$ cat config.mk
export PLATFORM = sky130hd
export DESIGN_NAME = grid_row_streamer
export DESIGN_NICKNAME = d
export VERILOG_FILES = /design/src/rtl/life_pkg.sv /design/src/rtl/grid_row_streamer.sv
export SDC_FILE = /design/constraint.sdc
export NUM_CORES = 1
export LEC_CHECK = 0
export ABC_AREA = 1
export CAP_MARGIN = 20
export CORE_UTILIZATION = 34
export CTS_CLUSTER_SIZE = 12
export DETAILED_ROUTE_END_ITERATION = 12
export PLACE_DENSITY = 0.66
export SYNTH_ARGS = -nofsm -noshare
export SYNTH_HDL_FRONTEND = slang
export SYNTH_SLANG_ARGS = --single-unit
$ cat constraint.sdc
create_clock -name clk -period 4.2 [get_ports clk]
set_input_delay 1.26 -clock clk [delete_from_list [all_inputs] [get_ports clk]]
set_output_delay 1.26 -clock clk [all_outputs]
set_load 0.02 [all_outputs]
$ cat src/rtl/life_pkg.sv
// Shared types for the 16x16 life datapath and its reader-side streamer.
package life_pkg;
  localparam int GRID_ROWS = 16;
  localparam int GRID_COLS = 16;

  typedef logic [GRID_ROWS*GRID_COLS-1:0] grid_t;
  typedef logic [GRID_COLS-1:0] row_t;

  typedef enum logic [1:0] {
    S_IDLE,
    S_SEND,
    S_DONE
  } stream_state_e;
endpackage

$ cat src/rtl/grid_row_streamer.sv
// Snapshots the evolved grid on start and streams it one row per
// valid/ready handshake, row 0 first, then pulses frame_done.
module grid_row_streamer
  import life_pkg::*;
#(
  parameter int COLS = GRID_COLS,
  parameter int ROWS = GRID_ROWS,
  parameter int CNTW = 16
) (
  input  logic                   clk,
  input  logic                   reset,
  input  logic [ROWS*COLS-1:0]   grid,
  input  logic                   start,
  output logic [COLS-1:0]        row_data,
  output logic [$clog2(ROWS)-1:0] row_idx,
  output logic                   row_valid,
  input  logic                   row_ready,
  output logic                   row_last,
  output logic                   busy,
  output logic                   frame_done,
  output logic [CNTW-1:0]        frame_count
);

  localparam int IW = $clog2(ROWS);
  localparam logic [IW-1:0] LAST_IDX = IW'(ROWS - 1);

  stream_state_e          state_q, state_d;
  logic [ROWS*COLS-1:0]   snap_q, snap_d;
  logic [IW-1:0]          idx_q, idx_d;
  logic [CNTW-1:0]        cnt_q, cnt_d;
  logic [COLS-1:0]        rows [ROWS];
  logic                   fire;

  assign fire = row_valid & row_ready;

  always_comb begin
    state_d = state_q;
    snap_d  = snap_q;
    idx_d   = idx_q;
    cnt_d   = cnt_q;
    unique case (state_q)
      S_IDLE: begin
        if (start) begin
          snap_d  = grid;
          idx_d   = '0;
          state_d = S_SEND;
        end
      end
      S_SEND: begin
        if (fire) begin
          if (idx_q == LAST_IDX) begin
            state_d = S_DONE;
            cnt_d   = cnt_q + 1'b1;
          end else begin
            idx_d = idx_q + 1'b1;
          end
        end
      end
      S_DONE: state_d = S_IDLE;
      default: state_d = S_IDLE;
    endcase
  end

  always_ff @(posedge clk) begin
    if (reset) begin
      state_q <= S_IDLE;
      snap_q  <= '0;
      idx_q   <= '0;
      cnt_q   <= '0;
    end else begin
      state_q <= state_d;
      snap_q  <= snap_d;
      idx_q   <= idx_d;
      cnt_q   <= cnt_d;
    end
  end

  // Row view of the snapshot, using the datapath's packing.
  for (genvar r = 0; r < ROWS; r++) begin : g_rows
    assign rows[r] = snap_q[r*COLS +: COLS];
  end

  assign row_data    = rows[idx_q];
  assign row_idx     = idx_q;
  assign row_valid   = (state_q == S_SEND);
  assign row_last    = row_valid & (idx_q == LAST_IDX);
  assign busy        = (state_q != S_IDLE);
  assign frame_done  = (state_q == S_DONE);
  assign frame_count = cnt_q;

endmodule
==> impl_results.md, run 1 <==
* Status: complete, no violations
* Layout cell share with drive strength beyond 1 at 3.91%
* Routed Antenna Nets at 0
* Commonest non-fill, non-tap cell in the layout: nor2_1
* Setup Viol. Count Final at 0
* Clock buffer depth at 3
* Die Width at just under 200 um
* Area grow syn2layout at 31.9%
* Hpwl dp at ~32000 um
* First-pass GRT wire length at 67600 um
* Yosys top cell area share at approximately 44%
* Post-synthesis cell type count at 29
* LEAKAGE at ~7.0 nW
* Routed wire length at around 45000 um
* EDFF count, synth at 0
* Mapped Avg Cell Area at approximately 6.7 sq um
* Final Hold Vio Count at 0
* Die H at 195 um
* Rel. slew slack at between 40% and 50%
* I/O Pins at 300
* Synth area leaders: dfxtp_1 (44%), nor2_1 (21%), o21ai_0 (13%), nand2_1 (5.9%), buf_6 (2.8%)
* HP Class: flip-flop to flip-flop
* Mux contribution to synthesized area at 0%
* Largest vdd supply drop at 0.309 mV
* Sink Count at 278
* DR vias/cell at 4.95
* Most Frequent Cell on Critical Path: nand2_1
* Syn_nets at 2169
* Nets at approximately 2400
* Simple-gate portion of the synthesized area at between 20% and 30%
* Root buf cell: clkbuf_16
* Antenna violations before repair at 3
* Global placer's final weighted congestion at approximately 0.86
* Fraction of registers with async set/reset at 0%
* Total track usage at 22.4%
* Crit end category: primary output
* Core Area at about 37000 sq um
* Max cap viols at 0
* Starting DRT DRC Count at just over 900
* Critical path class: flip-flop to primary output
* H-tree levels at 1
* Routed vias at 12946
* Syn Inst Count at roughly 1900
* Starting Density at about a third
* Synth Area in Compound Gates at around 17%
* GR Overflow Total at 0
* Final Max Tran Viols at 0
* RSZ-0062 raised after global routing: false
* # DRC at 0
* Crit path max fanout at 56
* IO buf count at approximately 300
* CTS tree: built
* Largest net degree at the start of global routing at 220
* Fmax at roughly 250 MHz
* Synthesized area at approximately 13000 sq um
* Number of global-route vias before repair at about 12000
* Num rows at 70
* Worst skew pair latency at 0.56 ns
* Xor-xnor portion of the synthesized cell area at less than 1%
* Final instance area at 16800 sq um
* Die area at between 30000 and 40000 sq um
* Wirelength per Cell at ~17 um
* Largest family of logic cells by synthesized area: simple AND/OR/NAND/NOR gates
* Drt first pass iters at 5
* Period minus WS final at around 4.1 ns
* Slowest CP cell: clkdlybuf4s50_1
* Required @ worst endpoint at between 2 and 3 ns
* Area leader, netlist: dfxtp_1
* Post-DP Area at about 16000 sq um
* Most frequent cells in the layout: nor2_1 (706), o21ai_0 (332), clkdlybuf4s50_1 (299), dfxtp_1 (276), nand2_1 (199)
* Arrival time of the worst setup path at about 2.8 ns
* Fin crit share at a little over nine tenths
* Tightest Pin Transition at 0.861 ns
* Yosys reg bits at about 280
* Post-Synth Adder-Cell Area at 0.197%
* Total negative setup slack at 0 ns
* Most used DFF post-synth: dfxtp_1
* Register area share after synthesis at a little over two fifths
* Max stage delay on crit path at 0.62 ns
* Critical path cell sequence: buf_12 -> o21ai_0 -> o21ai_0 -> nand2_1 -> nand2_1 -> inv_1 -> nand2_1 -> clkdlybuf4s50_1
* TritonCTS Buffers at 30
* Worst Skew at ~0.013 ns
* YS warnings at 0
* CP Launch Type: flip-flop
* P per Cell Area at ~410 nW/um^2
* Clock-pin slew on the worst setup and hold paths at 0.06 ns
==> metal layers <==
layer  vias to the layer above  wire (um)  global-route usage, %  part of all wire (%)
met5                         -         27                      0                 0.060
met4                         4       1350                   7.14                   3.0
li1                       6492          -                      -                     -
met3                        84       3650                   5.58                   8.2
met1                      5909      20100                   30.0                    45
met2                       457      19600                   35.2                    44
==> power by group <==
group	switching (mW)	internal, mW
clock	1.05	1.67
combinational	0.690	0.526
sequential	0.137	2.86
==> cell type report <==
class	count	area [sq um]
fill	3719	19900
multi-input combinational	1406	5960
sequential	278	5570
timing repair buffer	323	3290
clock buffer	44	915
tap	468	586
inverter	88	347
clock inverter	7	110
antenna	1	2.50
==> sequential cells by signal, summed over array words and instances, names as in the netlist <==
signal / flops
snap_q: 256
frame_count: 16
row_idx: 4
state_q: 2
==> metrics by stage <==
stage / hold WS (ns) / setup WS (ns) / total power, mW / std cells / utilization, %
finish: 0.454 / 0.122 / 6.94 / 2615 / 45.7
global route: 0.474 / 0.0102 / 7.26 / 2615 / 45.7
CTS: 0.456 / 0.0237 / 6.99 / 2613 / 45.7
detailed placement: 0.447 / 0.611 / 4.25 / 2562 / 42.9
global placement: 0.439 / 0.607 / 4.24 / 2562 / 42.9
floorplan: 0.429 / 1.52 / 3.71 / 1907 / -
==> cells in the mapped netlist, types with 2 or more instances <==
library cell / number
nor2_1: 706
o21ai_0: 333
dfxtp_1: 278
nand2_1: 199
inv_1: 82
nand3_1: 63
a21oi_1: 47
o21ai_1: 43
buf_2: 40
clkbuf_1: 39
buf_6: 32
buf_4: 7
clkbuf_4: 7
buf_1: 6
clkbuf_2: 3
inv_2: 3
nor3_1: 3
ha_1: 2
inv_4: 2
nor2_2: 2
xor2_1: 2
==> cell families (layout without fill, tap and decap cells) <==
kind of cell    after synthesis  in the layout
simple gates                978            978
flops                       278            278
fa+ha+maj                     2              2
other cells                   0              1
buf+inv                     223            462
xor+xnor                      2              2
compound gates              424            424
==> what timing repair did <==
action,4_1_cts,5_1_grt
setup buffers,0,1
endpoints found under the setup margin,0,6
hold buffers,0,0
resized for setup,0,1
==> worst paths after layout <==
kind,startpoint,end,slack (ns),depth (start not counted)
min reg2reg,snap_q[127],snap_q[127],0.45,2
max reg2reg,row_idx[1],frame_count[3],1.67,7
max,row_idx[1],row_data[11],0.12,8
min,snap_q[127],snap_q[127],0.45,2
==> critical path, delay by kind of cell, from the launching register on <==
kind	cells	cell delay [ns]
DFF	1	0.52
AOI/OAI and AO/OA	2	0.43
and+or+nand+nor	3	0.33
buffers and inverters	3	0.96
Note: power is estimated with default switching activity, not from simulation.
==> run 2, diff against run 1 <==
--- a/config.mk
+++ b/config.mk
@@ -7,10 +7,10 @@
 export LEC_CHECK = 0
 export ABC_AREA = 1
 export CAP_MARGIN = 20
-export CORE_UTILIZATION = 34
+export CORE_UTILIZATION = 45
 export CTS_CLUSTER_SIZE = 12
 export DETAILED_ROUTE_END_ITERATION = 12
-export PLACE_DENSITY = 0.66
+export PLACE_DENSITY = 0.81
 export SYNTH_ARGS = -nofsm -noshare
 export SYNTH_HDL_FRONTEND = slang
 export SYNTH_SLANG_ARGS = --single-unit
==> run 2 against run 1 <==
Critical path depth rose by 1. Non-clock buffer count down 1. Clock-buffer cell count increased by 1. Via count increased by 1.3%. First-iteration DRC count increased by 45%. Critical path type unchanged. Critical endpoint unchanged. Largest cell class unchanged.
==> impl_results.md, run 2 (synthesized netlist as in run 1, its figures left out) <==
* Critical path class: flip-flop to primary output (unchanged)
* Largest net degree at the start of global routing at 220 (unchanged)
* Rel. slew slack at 44.6% (was 42.6%)
* Global placer's final weighted congestion at 0.967 (was 0.855)
* Fmax at 248 MHz (was 245 MHz)
* Num rows at 61 (was 70)
* Total track usage at 28.1% (was 22.4%)
* Clock power share at 39.3% (about the same)
* Routed wire length at 41400 um (was 44700 um)
* WHS at 0.451 ns (was 0.454 ns)
* Internal reg-to-reg setup slack at 1.65 ns (was 1.67 ns)
* IO buf count at 299 (unchanged)
* GR Overflow Total at 0 (unchanged)
* Switching power at 1.89 mW (was 1.88 mW)
* Starting DRT DRC Count at 1359 (was 935)
* Max cap viols at 0 (unchanged)
* Drt first pass iters at 5 (unchanged)
* Cts hold-fix bufs at 0 (unchanged)
* Hold Path Depth at 2 (unchanged)
* Post-Layout Cell Count at 2524 (was 2615)
* R2r worst-path depth at 7 (unchanged)
* Total power at 6.93 mW (was 6.94 mW)
* Final Hold Vio Count at 0 (unchanged)
* Root buf cell: clkbuf_16 (unchanged)
* DR vias/cell at 5.19 (was 4.95)
* Sink Count at 278 (unchanged)
* Crit end category: primary output (unchanged)
* Hpwl dp at 28900 um (was 31800 um)
* Number of global-route vias before repair at 12523 (was 12320)
* Wirelength per Cell at 16.4 um (was 17.1 um)
* I/O Pins at 300 (unchanged)
* Clock buffer depth at 3 (unchanged)
* Required @ worst endpoint at 2.94 ns (about the same)
* Nets at 2388 (was 2389)
* Total negative setup slack at 0 ns (unchanged)
* CTS tree: built (unchanged)
* Ant. Diodes at 0 (was 1)
* Arrival time of the worst setup path at 2.77 ns (was 2.82 ns)
* Die H at 170 um (was 195 um)
* Power share of the combinational group at 17.8% (was 17.5%)
* Fin crit share at 95.8% (was 97.1%)
* Tightest Pin Transition at 0.831 ns (was 0.861 ns)
* Hold path endpoint: snap_q[208] (was snap_q[127])
* Routed vias at 13111 (was 12946)
* Worst skew pair latency at 0.57 ns (was 0.56 ns)
* Min-delay src: snap_q[208] (was snap_q[127])
* P per Cell Area at 416 nW/um^2 (was 413 nW/um^2)
* Clock-pin slew on the worst setup and hold paths at 0.06 ns (about the same)
* Starting Density at 45.8% (was 34.7%)
* Setup Fix Bufs, Post-CTS at 0 (unchanged)
* Commonest non-fill, non-tap cell in the layout: nor2_1 (unchanged)
* R2R Path End: frame_count[3] (unchanged)
* Worst Skew at 0.0180 ns (was 0.0128 ns)
* Post_cts resized at 0 (unchanged)
* Internal at 5.05 mW (about the same)
* Setup Viol. Count Final at 0 (unchanged)
* Largest vdd supply drop at 0.309 mV (about the same)
* TritonCTS Buffers at 30 (unchanged)
* Most frequent cells in the layout: nor2_1 (706), o21ai_0 (333), clkdlybuf4s50_1 (299), dfxtp_1 (276), nand2_1 (199) (was nor2_1 (706), o21ai_0 (332), clkdlybuf4s50_1 (299), dfxtp_1 (276), nand2_1 (199))
* H-tree levels at 1 (unchanged)
* Layout cell share with drive strength beyond 1 at 3.87% (was 3.91%)
* # DRC at 0 (unchanged)
* Routed Antenna Nets at 0 (unchanged)
* Area grow syn2layout at 31.0% (was 31.9%)
* Core Area at 27800 sq um (was 36700 sq um)
* R2R Path Start: row_idx[1] (unchanged)
* Die area at 28900 sq um (was 38200 sq um)
* CP Launch Type: flip-flop (unchanged)
* Reg power frac at 42.9% (was 43.2%)
* HP Class: flip-flop to flip-flop (unchanged)
* Largest register by flop count: snap_q (unchanged)
* Status: complete, no violations (unchanged)
* Placed Cells at 2472 (was 2562)
* LEAKAGE at 6.99 nW (about the same)
* Period minus WS final at 4.03 ns (was 4.08 ns)
* Antenna violations before repair at 0 (was 3)
* Die Width at 170 um (was 195 um)
* Final Max Tran Viols at 0 (unchanged)
* Largest register FFs at 256 (unchanged)
* RSZ-0062 raised after global routing: false (unchanged)
* First-pass GRT wire length at 64600 um (was 67600 um)
* Crit path max fanout at 42 (was 56)
* Switching Fraction at 27.2% (was 27.1%)
## run 2: cell types whose count changed in the layout (fill, tap and decap cells not counted)
cell       previous run  this run
buf_12                9        10
buf_4                14        13
buf_6                 1         0
clkbuf_1              4         5
clkbuf_16            31        30
clkbuf_8              9        10
clkinv_2              5         3
clkinv_8              0         1
diode_2               1         0
inv_2                 2         3
o21ai_0             332       333
o21ai_1              44        43
## run 2: worst max path at each step
stage / startpoint / to / slack [ns]
after floorplan: row_idx[1] / row_data[14] / 1.52
after global placement: row_idx[1] / row_data[11] / 0.77
after detailed placement: row_idx[1] / row_data[11] / 0.77
after CTS: row_idx[0] / row_data[11] / 0.19
after global routing: row_idx[1] / row_data[15] / 0.02
final: row_idx[0] / row_data[11] / 0.17
## run 2: cell type report
class / instances / area (sq um)
clock buffer: 45 / 907
clock inverter: 7 / 121
fill: 2542 / 11100
inverter: 88 / 345
multi-input combinational: 1406 / 5960
sequential: 278 / 5570
tap: 378 / 473
timing repair buffer: 322 / 3290
## run 2: routing by layer
layer / global-route usage (%) / part of all wire, % / vias to the layer above
li1: - / - / 6495
met1: 36.2 / 42 / 5981
met5: 0 / 0 / -
met3: 6.02 / 8.4 / 101
met4: 11.6 / 4.2 / 0
met2: 45.4 / 46 / 534
## run 2: through the flow
| stage | area [sq um] | util, % | setup slack (ns) |
|---|---|---|---|
| global placement | 15600 | 56.3 | 0.767 |
| finish | 16700 | 60.0 | 0.175 |
| CTS | 16700 | 60.0 | 0.190 |
| detailed placement | 15600 | 56.3 | 0.772 |
| global route | 16700 | 60.0 | 0.0248 |
| floorplan | 12700 | - | 1.52 |
## run 2: critical path, stage by stage (launching register included)
cell and delay, ns:
dfxtp_4 0.36, inv_2 0.22, buf_12 0.25, nor2_1 0.06, o21ai_0 0.32, nand2_1 0.13
nand2_1 0.11, inv_1 0.04, nand2_1 0.09, clkdlybuf4s50_1 0.61
## run 2: power groups by stage
| stage | Sequential (mW) | Clock, mW | Combinational [mW] |
|---|---|---|---|
| floorplan | 2.98 | 0 | 0.732 |
| global placement | 3.02 | 0 | 1.21 |
| detailed placement | 3.02 | 0 | 1.22 |
| CTS | 2.97 | 2.75 | 1.23 |
| global route | 2.99 | 2.86 | 1.37 |
| finish | 2.97 | 2.73 | 1.23 |
